===== config.mk =====
export PLATFORM = sky130hd
export DESIGN_NAME = regfile_wb_ctrl
export DESIGN_NICKNAME = d
export VERILOG_FILES = /design/src/rtl/regfile_wb_ctrl.sv
export SDC_FILE = /design/constraint.sdc
export NUM_CORES = 1
export LEC_CHECK = 0
export CAP_MARGIN = 20
export CORE_MARGIN = 4
export CORE_UTILIZATION = 51
export CTS_BUF_LIST = sky130_fd_sc_hd__clkbuf_8
export DETAILED_ROUTE_END_ITERATION = 8
export PLACE_DENSITY_LB_ADDON = 0.08
export SLEW_MARGIN = 15
export SYNTH_ARGS = -nofsm -noshare
export SYNTH_HDL_FRONTEND = slang
export SYNTH_SLANG_ARGS = --single-unit
export TNS_END_PERCENT = 30

===== constraint.sdc =====
create_clock -name CLK -period 17.1 [get_ports CLK]
set_input_delay 5.13 -clock CLK [delete_from_list [all_inputs] [get_ports CLK]]
set_output_delay 5.13 -clock CLK [all_outputs]
set_load 0.01 [all_outputs]

===== src/rtl/regfile_wb_ctrl.sv =====
// Write-back controller for the 32x32 register file.
// Arbitrates the single write port between the ALU and memory-load sources, registers the
// selected write for one cycle, and keeps a per-register busy scoreboard for issue hazards.
// Optional feature: define REGFILE_WB_BYPASS_EN to report write-port forwarding to issue.
module regfile_wb_ctrl #(
  parameter int unsigned STARVE_LIMIT = 4,
  parameter int unsigned CNT_W        = 3
) (
  input  logic        CLK,
  input  logic        RST_X,
  input  logic        alu_valid,
  input  logic [4:0]  alu_rd,
  input  logic [31:0] alu_data,
  output logic        alu_ready,
  input  logic        mem_valid,
  input  logic [4:0]  mem_rd,
  input  logic [31:0] mem_data,
  output logic        mem_ready,
  output logic        wr_en,
  output logic [4:0]  wr_rd,
  output logic [31:0] wr_data,
  input  logic        issue_valid,
  input  logic [4:0]  issue_rd,
  output logic        issue_ready,
  input  logic [4:0]  rs1,
  input  logic [4:0]  rs2,
  output logic        rs1_busy,
  output logic        rs2_busy,
  output logic        rs1_fwd,
  output logic        rs2_fwd
);

  localparam logic [CNT_W-1:0] CntMax = {CNT_W{1'b1}};

  logic [CNT_W-1:0] starve_cnt_q, starve_cnt_d;
  logic             wr_en_q, wr_en_d;
  logic [4:0]       wr_rd_q, wr_rd_d;
  logic [31:0]      wr_data_q, wr_data_d;
  logic [31:0]      busy_q, busy_d;

  logic        alu_grant, mem_grant, any_grant;
  logic        alu_starved;
  logic [4:0]  grant_rd;
  logic [31:0] grant_data;
  logic        set_en;

  // Memory normally wins contention; a starved ALU request overrides it.
  always_comb begin
    alu_starved = 32'(starve_cnt_q) >= STARVE_LIMIT;
    alu_grant   = 1'b0;
    mem_grant   = 1'b0;
    if (!RST_X) begin
      if (alu_valid && mem_valid) begin
        alu_grant = alu_starved;
        mem_grant = !alu_starved;
      end else begin
        alu_grant = alu_valid;
        mem_grant = mem_valid;
      end
    end
    any_grant  = alu_grant || mem_grant;
    grant_rd   = alu_grant ? alu_rd : mem_rd;
    grant_data = alu_grant ? alu_data : mem_data;
  end

  assign alu_ready = alu_grant;
  assign mem_ready = mem_grant;

  // Starvation counter: count refused ALU cycles (saturating), clear on ALU grant.
  always_comb begin
    starve_cnt_d = starve_cnt_q;
    if (alu_grant) begin
      starve_cnt_d = '0;
    end else if (alu_valid && starve_cnt_q != CntMax) begin
      starve_cnt_d = starve_cnt_q + 1'b1;
    end
  end

  // Output stage next state; address/data hold when nothing is granted.
  always_comb begin
    wr_en_d   = any_grant && (grant_rd != 5'd0);
    wr_rd_d   = wr_rd_q;
    wr_data_d = wr_data_q;
    if (any_grant) begin
      wr_rd_d   = grant_rd;
      wr_data_d = grant_data;
    end
  end

  // Issue check and scoreboard next state; a set on the same index overrides the clear.
  always_comb begin
    issue_ready = !RST_X && ((issue_rd == 5'd0) || !busy_q[issue_rd]);
    set_en      = issue_valid && issue_ready && (issue_rd != 5'd0);
    busy_d      = busy_q;
    if (wr_en_q) begin
      busy_d[wr_rd_q] = 1'b0;
    end
    if (set_en) begin
      busy_d[issue_rd] = 1'b1;
    end
    busy_d[0] = 1'b0;
  end

  // Source hazard and forwarding outputs.
`ifdef REGFILE_WB_BYPASS_EN
  always_comb begin
    rs1_fwd  = !RST_X && wr_en_q && (wr_rd_q == rs1) && (rs1 != 5'd0);
    rs2_fwd  = !RST_X && wr_en_q && (wr_rd_q == rs2) && (rs2 != 5'd0);
    // A forwarded source is not a hazard unless it is being re-claimed this same cycle.
    rs1_busy = !RST_X && busy_q[rs1] && (rs1 != 5'd0) &&
               !(rs1_fwd && !(set_en && issue_rd == rs1));
    rs2_busy = !RST_X && busy_q[rs2] && (rs2 != 5'd0) &&
               !(rs2_fwd && !(set_en && issue_rd == rs2));
  end
`else
  always_comb begin
    rs1_fwd  = 1'b0;
    rs2_fwd  = 1'b0;
    rs1_busy = !RST_X && busy_q[rs1] && (rs1 != 5'd0);
    rs2_busy = !RST_X && busy_q[rs2] && (rs2 != 5'd0);
  end
`endif

  assign wr_en   = wr_en_q;
  assign wr_rd   = wr_rd_q;
  assign wr_data = wr_data_q;

  // State registers; reset discards any in-flight write and clears the scoreboard.
  always_ff @(posedge CLK or posedge RST_X) begin
    if (RST_X) begin
      starve_cnt_q <= '0;
      wr_en_q      <= 1'b0;
      wr_rd_q      <= 5'd0;
      wr_data_q    <= 32'd0;
      busy_q       <= 32'd0;
    end else begin
      starve_cnt_q <= starve_cnt_d;
      wr_en_q      <= wr_en_d;
      wr_rd_q      <= wr_rd_d;
      wr_data_q    <= wr_data_d;
      busy_q       <= busy_d;
    end
  end

endmodule


# After elaboration in Yosys (flattened, before gate mapping)
# Cells that the tools add are included.
[classes]
addsub = 1
order_cmp = 7
n_eq_ne = 1
muxes = 20
bitwise = 3
reduce_logical = 23
[ops]
columns = ["op", "n"]
rows = [
  ["two-way mux 32 bit", 3],
  ["bitwise AND 32 bit", 1],
  ["NOT 32 bit", 1],
  ["bitwise OR 32 bit", 1],
  ["less-than comparator 5 x 6 -> 1 bit (second input constant)", 4],
  ["nonzero test 5 bit", 4],
  ["binary-select mux 1 bit (select 5 bit)", 3],
  ["logical AND 1 bit", 12],
  ["demux 1 bit (select 5 bit)", 2],
  ["greater-or-equal comparator 5 x 1 -> 1 bit (second input constant)", 2],
  ["two-way mux 1 bit", 9],
  ["two-way mux 3 bit", 2],
  ["logical NOT 5 bit", 1],
  ["two-way mux 5 bit", 1],
  ["adder 3 x 1 -> 3 bit (second input constant)", 1],
  ["greater-or-equal comparator 3 bit (second input constant)", 1],
  ["logical NOT 1 bit", 3],
  ["!= test 3 bit (second input constant)", 1],
  ["logical OR 1 bit", 2],
  ["nonzero test 2 bit", 1],
]
[word_totals]
reg_bits = 72
in_bits = 94
out_inout_bits = 45
word_cells = 60

# Depth between registers and ports, before layout
# Gate-level depths: netlist (run 1).
[logic_depth]
word_depth = 9
mapped_depth = 6
depth_no_buf = 5

# Least setup slack after synthesis (run 1)
# OpenSTA, ideal clock, no wires.
[synth_path]
kind = "input-to-output"
from = "input RST_X"
to = "output alu_ready"
t_arrival_ns = 7.633
required_time_ns = 11.970
slack_ns = 4.337
path_stages = 4
n_path_buf = 2
cell_sequence = "inv_1 -> and3_1 -> clkbuf_1 -> buf_1"
[synth_via]
elab_chain_cells = 1
[synth_lines]
columns = ["element", "line_no", "source"]
rows = [
  ["from (decl)", "10", "input logic RST_X,"],
  ["two-way mux 1 bit", "52", "if (!RST_X) begin"],
  ["to (decl)", "14", "output logic alu_ready,"],
]
# No other way between the ends.

# Worst setup path in the final report (run 1)
[layout_path]
from = "input issue_rd[0]"
to = "output issue_ready"
[layout_via]
elab_chain_cells = 5
word_cells_on_any_way = 6
classes_between = "mux (2); reduce/logical (4)"
[layout_lines]
columns = ["element", "line_no", "source"]
rows = [
  ["from (decl)", "23", "input logic [4:0] issue_rd,"],
  ["binary-select mux 1 bit (select 5 bit)", "92", "issue_ready = !RST_X && ((issue_rd == 5'd0) || !busy_q[issue_rd]);"],
  ["two-way mux 1 bit (not written as such)", "92", ""],
  ["logical NOT 1 bit", "92", ""],
  ["logical OR 1 bit *", "92", ""],
  ["logical AND 1 bit *", "92", ""],
  ["to (decl)", "24", "output logic issue_ready,"],
]
# Mark *: on every way between the ends. The rest lies on a longest branch, timed or not. The select of a mux whose other input is x is not followed.

==> run_results.csv, run 1 <==
group,metric,value,unit
run_status,status,"complete, no violations",
floorplan,die_w,96.88,um
global_routing,grt_max_degree,75,
critical_path,crit_path_start,"issue_rd[0]",
layout,area_growth,39.10,%
logic_synthesis,syn_inst,387,
sta,rsz0062_at_grt,"no",
place,port_buffers,136,
logic_synthesis,synth_seq_area_share,44.72,%
routing,postRouteAntennaNets,0,
critical_path,worst-endpoint-arrival,8530,ps
logic_synthesis,async_reset_ff_share,100.0,%
pwr,p_leak,2.232,nW
sta,finalSetupViolations,0,
sta,min_period,13660,ps
critical_path,r2r-start,"busy_q[31]",
routing,first_pass_iters,5,
routing,drt-vias-per-instance,6.096,
global_routing,grt_pass1_wl,19200,um
logic_synthesis,synthDistinctLibCells,42,
clocking,clock-sinks,72,
hold_path,hold_depth,2,
layout,n_antenna_cell,0,
sta,slew_headroom,38.81,%
sta,timing.fmax,0.07319,GHz
logic_synthesis,yosysWarnings,0,
sta,final_hold_viol_count,0,
critical_path,worstReg2RegEnd,"busy_q[11]",
clocking,hold_buffers,0,
clocking,postCtsSetupRepairBufs,0,
global_routing,grt_pass1_vias,3757,
floorplan,pin_count,139,
clocking,clk_pin_slew,70,ps
sta,final.setup_skew,13.18,ps
logic_synthesis,synth_top_area_share,44.72,%
sta,drv_slew,0,
global_routing,grt-ovfl-total,0,
sta,max_slew.worst_pin.slew,917.8,ps
logic_synthesis,synth_most_common_cell,"nand2_1",
floorplan,start_util,52.41,%
logic_synthesis,synth_ff_type,"dfrtp_1",
floorplan,rows,32,
pwr,ir_drop,0.05501,mV
layout,layout.nets,605,
clocking,cts_resized,0,
critical_path,rrSetupSlack,14500,ps
floorplan,core_area,7687,um2
clocking,htreeDepth,3,
sta,tns,0,ps
floorplan,die_area,9386,um2
critical_path,cp_max_fo,32,
place,hpwl,8657,um
routing,drt_iter0_drc,307,
logic_synthesis,yosys-top-cells-count,"81 x nand2_1, 72 x dfrtp_1, 35 x a22oi_1",
clocking,cts_tree,"done",
pwr,power_density,118.6,nW/um2
global_routing,grt_usage,25.12,%
routing,wire_per_inst,19.00,um
routing,drcViolationCount,0,
global_routing,antenna_found_initial,0,
critical_path,worst-r2r-cell-count,4,
critical_path,crit_end,"issue_ready",
place,gp_congestion,0.9002,
layout,fillers,602,
clocking,cts_buffers,9,
clocking,clock_latency,340,ps
sta,period_share,79.90,%
routing,num_vias,3749,
floorplan,dieHeight,96.88,um
critical_path,cp-start-kind,"input port",
logic_synthesis,synth_edf_count,0,
layout,drive_gt1_share,9.747,%
clocking,clk_path_buf_depth,2,
logic_synthesis,netlist_top_cells_area,"dfrtp_1 45%, mux4_2 12%, nand2_1 7.5%, a22oi_1 6.5%, o31ai_1 4.5%",
logic_synthesis,syn_area,4029,um2
routing,routed_wl,11680,um
logic_synthesis,synth_area_per_cell,10.41,um2
clocking,root_buffer,"clkbuf_8",
hold_path,min_path_type,"reg -> reg",
critical_path,crit_path_end_kind,"primary output",
logic_synthesis,synth_top_area_cell,"dfrtp_1",
logic_synthesis,ys_ff_latch,72,
sta,hold_slack,476.9,ps
run,drv_cap,0,
critical_path,cp_data_required_time,11970,ps
critical_path,critical_path_class,"in -> out",
## critical path, cell delays in order
cell             delay [ps]
clkdlybuf4s50_1         890
mux4_2                  590
a22oi_1                 230
nand4_2                 740
a21oi_1                 360
clkdlybuf4s50_1         580
## final cells by class
class / instances / area [um2] / share of cell area (%)
flip-flops and latches: 72 / 1802 / 32.15
multi-input cells: 283 / 2085 / 37.20
inverters: 3 / 11.26 / 0.2009
well taps: 102 / 127.6 / 2.277
repair buffers: 140 / 1391 / 24.83
clock inverters: 5 / 50.05 / 0.8931
clock buffers: 10 / 137.6 / 2.456
## state kept, by name, summed over array words and instances, names as in the netlist
register	count
starve_cnt_q	3
busy_q	31
wr_rd	5
wr_data	32
wr_en	1
## power breakdown
group	internal [mW]	leakage [nW]	total (mW)	switching, mW
Sequential	0.228	0.840	0.286	0.0589
Clock	0.0693	0.101	0.129	0.0600
Combinational	0.143	1.29	0.249	0.106
## logic make-up (layout without fill, tap and decap cells)
kind of cell               Yosys count  count (layout)  share of synthesized area, %
and+or+nand+nor                    128             128                         15.06
AOI/OAI and AO/OA                  116             116                         20.22
DFF                                 72              72                         44.72
muxes                               34              34                         15.34
buffers and inverters               33             158                         3.726
adders and majority gates            2               2                        0.6210
other                                1               2                       0.09308
xor gates and xnor gates             1               1                        0.2174
## worst min path at each step
stage / slack, ps / endpoint / startpoint
5_1_grt: 500 / wr_data[31] / wr_data[31]
6_report: 480 / wr_data[8] / wr_data[8]
4_1_cts: 480 / wr_data[8] / wr_data[8]
3_5_place_dp: 460 / wr_data[8] / wr_data[8]
2_1_floorplan: 490 / starve_cnt_q[1] / starve_cnt_q[1]
3_3_place_gp: 460 / wr_data[29] / wr_data[29]
## cell usage in the layout (no fill, tap or decap), types with 3 or more instances in the layout
cell / instances
clkdlybuf4s50_1: 136
nand2_1: 81
dfrtp_1: 72
a22oi_1: 35
o21ai_0: 33
o31ai_1: 24
mux4_2: 22
mux2i_1: 10
clkbuf_8: 10
nor2_1: 8
nand3b_1: 8
o21ai_1: 6
nand2b_1: 5
nor2b_1: 5
o41ai_2: 5
nand3_1: 5
inv_1: 4
buf_4: 4
and3_1: 3
or4_1: 3
## metal layers
layer,track usage (%),up-vias,part of all wire [%]
met2,39.49,223,49
li1,-,1694,-
met5,0,-,0
met4,8.639,0,1.4
met3,9.661,22,11
met1,31.89,1810,39
## through the flow
stage | setup slack, ps | instances | power, mW | instance area, um2 | util [%]
after global routing | 3168 | 615 | 0.7059 | 5604 | 72.90
after CTS | 3427 | 615 | 0.6675 | 5604 | 72.90
final | 3437 | 615 | 0.6646 | 5604 | 72.90
after detailed placement | 3426 | 600 | 0.5363 | 5416 | 70.46
after global placement | 3552 | 600 | 0.5275 | 5416 | 70.46
after floorplan | 4337 | 388 | 0.4243 | 4033 | -
Power figures use the tool's default switching activity.
==> inputs of run 2 (changes only) <==
- CORE_UTILIZATION: 51 -> 43
- clock period: 17.1 -> 10.94 ns (I/O delays scaled with it)
==> run 2 against run 1 <==
- via count down 1.4%
- routed wire length increased by 4.9%
- clock power increased by 56%
- clock skew fell by 6.0 ps
- setup slack got worse by 1700 ps
- first-iteration DRC count is 2.6% higher
- total power rose by 57%
- largest power group unchanged
- combinational power up 55%
- register-to-register slack worse by 5700 ps
- sequential power rose by 60%
- non-clock buffer count increased by 1
- critical path depth unchanged
==> run_results.csv, run 2 (synthesized netlist as in run 1, its figures left out) <==
group,metric,value,unit
run_status,status,"complete, no violations",
routing,drt_iter0_drc,315,
clocking,clock-sinks,72,
critical_path,crit_path_start,"issue_rd[0]",
sta,period_share,83.90,%
critical_path,cp_data_required_time,7660,ps
critical_path,path_delay_family,"buffers and inverters",
floorplan,die_area,10980,um2
critical_path,crit_chain,"clkdlybuf4s50_1 -> mux4_2 -> nand2_1 -> o21ai_1 -> a21oi_1 -> clkdlybuf4s50_1",
pwr,ir_drop,0.07944,mV
sta,slew_headroom,44.70,%
place,gp_congestion,0.8675,
clocking,cts_tree,"done",
hold_path,holdPathEnd,"wr_data[21]",
critical_path,worst-r2r-cell-count,5,
layout,area_growth,39.53,%
global_routing,antenna_found_initial,0,
clocking,clock_latency,340,ps
critical_path,crit_path_end_kind,"primary output",
global_routing,grt_usage,23.00,%
critical_path,cp.depth,6,
critical_path,r2r-start,"busy_q[28]",
layout,fin_util,61.13,%
hold_path,min_path_type,"reg -> reg",
routing,drcViolationCount,0,
clocking,hold_buffers,0,
clocking,cts_resized,0,
layout,drive_gt1_share,10.12,%
run,drv_cap,0,
place,port_buffers,136,
pwr,clkPwrFrac,19.3,%
floorplan,dieHeight,104.8,um
layout,n_antenna_cell,0,
routing,wire_per_inst,19.60,um
hold_path,hold_depth,2,
sta,final.setup_skew,7.225,ps
pwr,switchingPower,355.3,uW
sta,hold_slack,477.1,ps
routing,routed_wl,12250,um
sta,tns,0,ps
pwr,power.share.switching,34.06,%
critical_path,crit_buf_inv,2,
critical_path,cp_max_fo,12,
sta,final_hold_viol_count,0,
critical_path,critical_path_class,"in -> out",
clocking,cts_buffers,9,
clocking,clk_path_buf_depth,2,
sta,drv_slew,0,
clocking,clk_pin_slew,70,ps
sta,rsz0062_at_grt,"no",
layout,layout.nets,606,
layout,final_common_cell,"clkdlybuf4s50_1",
critical_path,rrSetupSlack,8830,ps
critical_path,critPathMaxStageDelay,850,ps
global_routing,grt_max_degree,67,
clocking,root_buffer,"clkbuf_8",
pwr,power_frac_comb,36.9,%
place,hpwl,9068,um
critical_path,cp-start-kind,"input port",
critical_path,worstReg2RegEnd,"busy_q[11]",
routing,first_pass_iters,5,
floorplan,start_util,43.81,%
floorplan,core_area,9196,um2
critical_path,worst-endpoint-arrival,5900,ps
layout,final_cell_mix,"136 x clkdlybuf4s50_1, 81 x nand2_1, 72 x dfrtp_1, 35 x a22oi_1, 33 x o21ai_0",
floorplan,die_w,104.8,um
global_routing,grt-ovfl-total,0,
place,place_area,5435,um2
layout,design_area,5622,um2
sta,finalSetupViolations,0,
floorplan,rows,35,
sta,max_slew.worst_pin.slew,829.4,ps
routing,postRouteAntennaNets,0,
critical_path,cpMaxStageDelayCell,"clkdlybuf4s50_1",
pwr,p_leak,2.239,nW
pwr,power_density,185.6,nW/um2
sta,min_period,9178,ps
pwr,seq_power_share,43.8,%
hold_path,hold_start,"wr_data[21]",
clocking,htreeDepth,3,
sta,timing.fmax,0.1090,GHz
global_routing,grt_pass1_wl,20220,um
clocking,postCtsSetupRepairBufs,0,
global_routing,grt_pass1_vias,3803,
pwr,p_int,687.8,uW
critical_path,crit_top_cell,"clkdlybuf4s50_1",
routing,drt-vias-per-instance,5.915,
routing,num_vias,3697,
floorplan,pin_count,139,
layout,largest_reg_flops,32,
-- run 2: cell types whose count changed in the layout (fill, tap and decap cells not counted), sizes merged --
cell      delta
clkinv       +2
buf          +1
clkinvlp     -1
inv          -1
-- run 2: area by class of cell --
cell class | count | area (um2)
Clock buffer | 10 | 137.6
Clock inverter | 5 | 48.80
Fill cell | 782 | 3575
Inverter | 3 | 11.26
Multi-Input combinational cell | 283 | 2085
Sequential cell | 72 | 1802
Tap cell | 111 | 138.9
Timing Repair Buffer | 141 | 1399
-- run 2: worst min-delay path: cells and delay by family (launching register included) --
kind	cells	cell delay (ps)
flops	1	350
simple gates	2	100
-- run 2: worst max path at each step --
stage	end	slack, ps
6_report	issue_ready	1760
5_1_grt	issue_ready	1550
4_1_cts	issue_ready	1750
3_5_place_dp	issue_ready	1750
3_3_place_gp	issue_ready	1760
2_1_floorplan	alu_ready	1870
-- run 2: power by group through the flow --
stage / logic, mW / clock network (mW) / registers [mW]
CTS: 0.388 / 0.207 / 0.455
finish: 0.385 / 0.201 / 0.457
global route: 0.425 / 0.220 / 0.470
detailed placement: 0.387 / 0 / 0.459
global placement: 0.380 / 0 / 0.458
floorplan: 0.238 / 0 / 0.426
-- run 2: per-layer routing --
metal  vias to the layer above  track usage [%]  wire [um]
li1                       1697                -          -
met1                      1802            30.32       5114
met2                       182            34.33       5515
met3                        16            10.32       1412
met4                         0            6.654        209
met5                         -                0          0
-- run 2: through the flow --
step	worst slack (ps)	power, mW	std cells
6_report	1762	1.043	625
5_1_grt	1551	1.114	625
4_1_cts	1747	1.050	625
3_3_place_gp	1760	0.8383	610
2_1_floorplan	1873	0.6631	388
3_5_place_dp	1746	0.8462	610
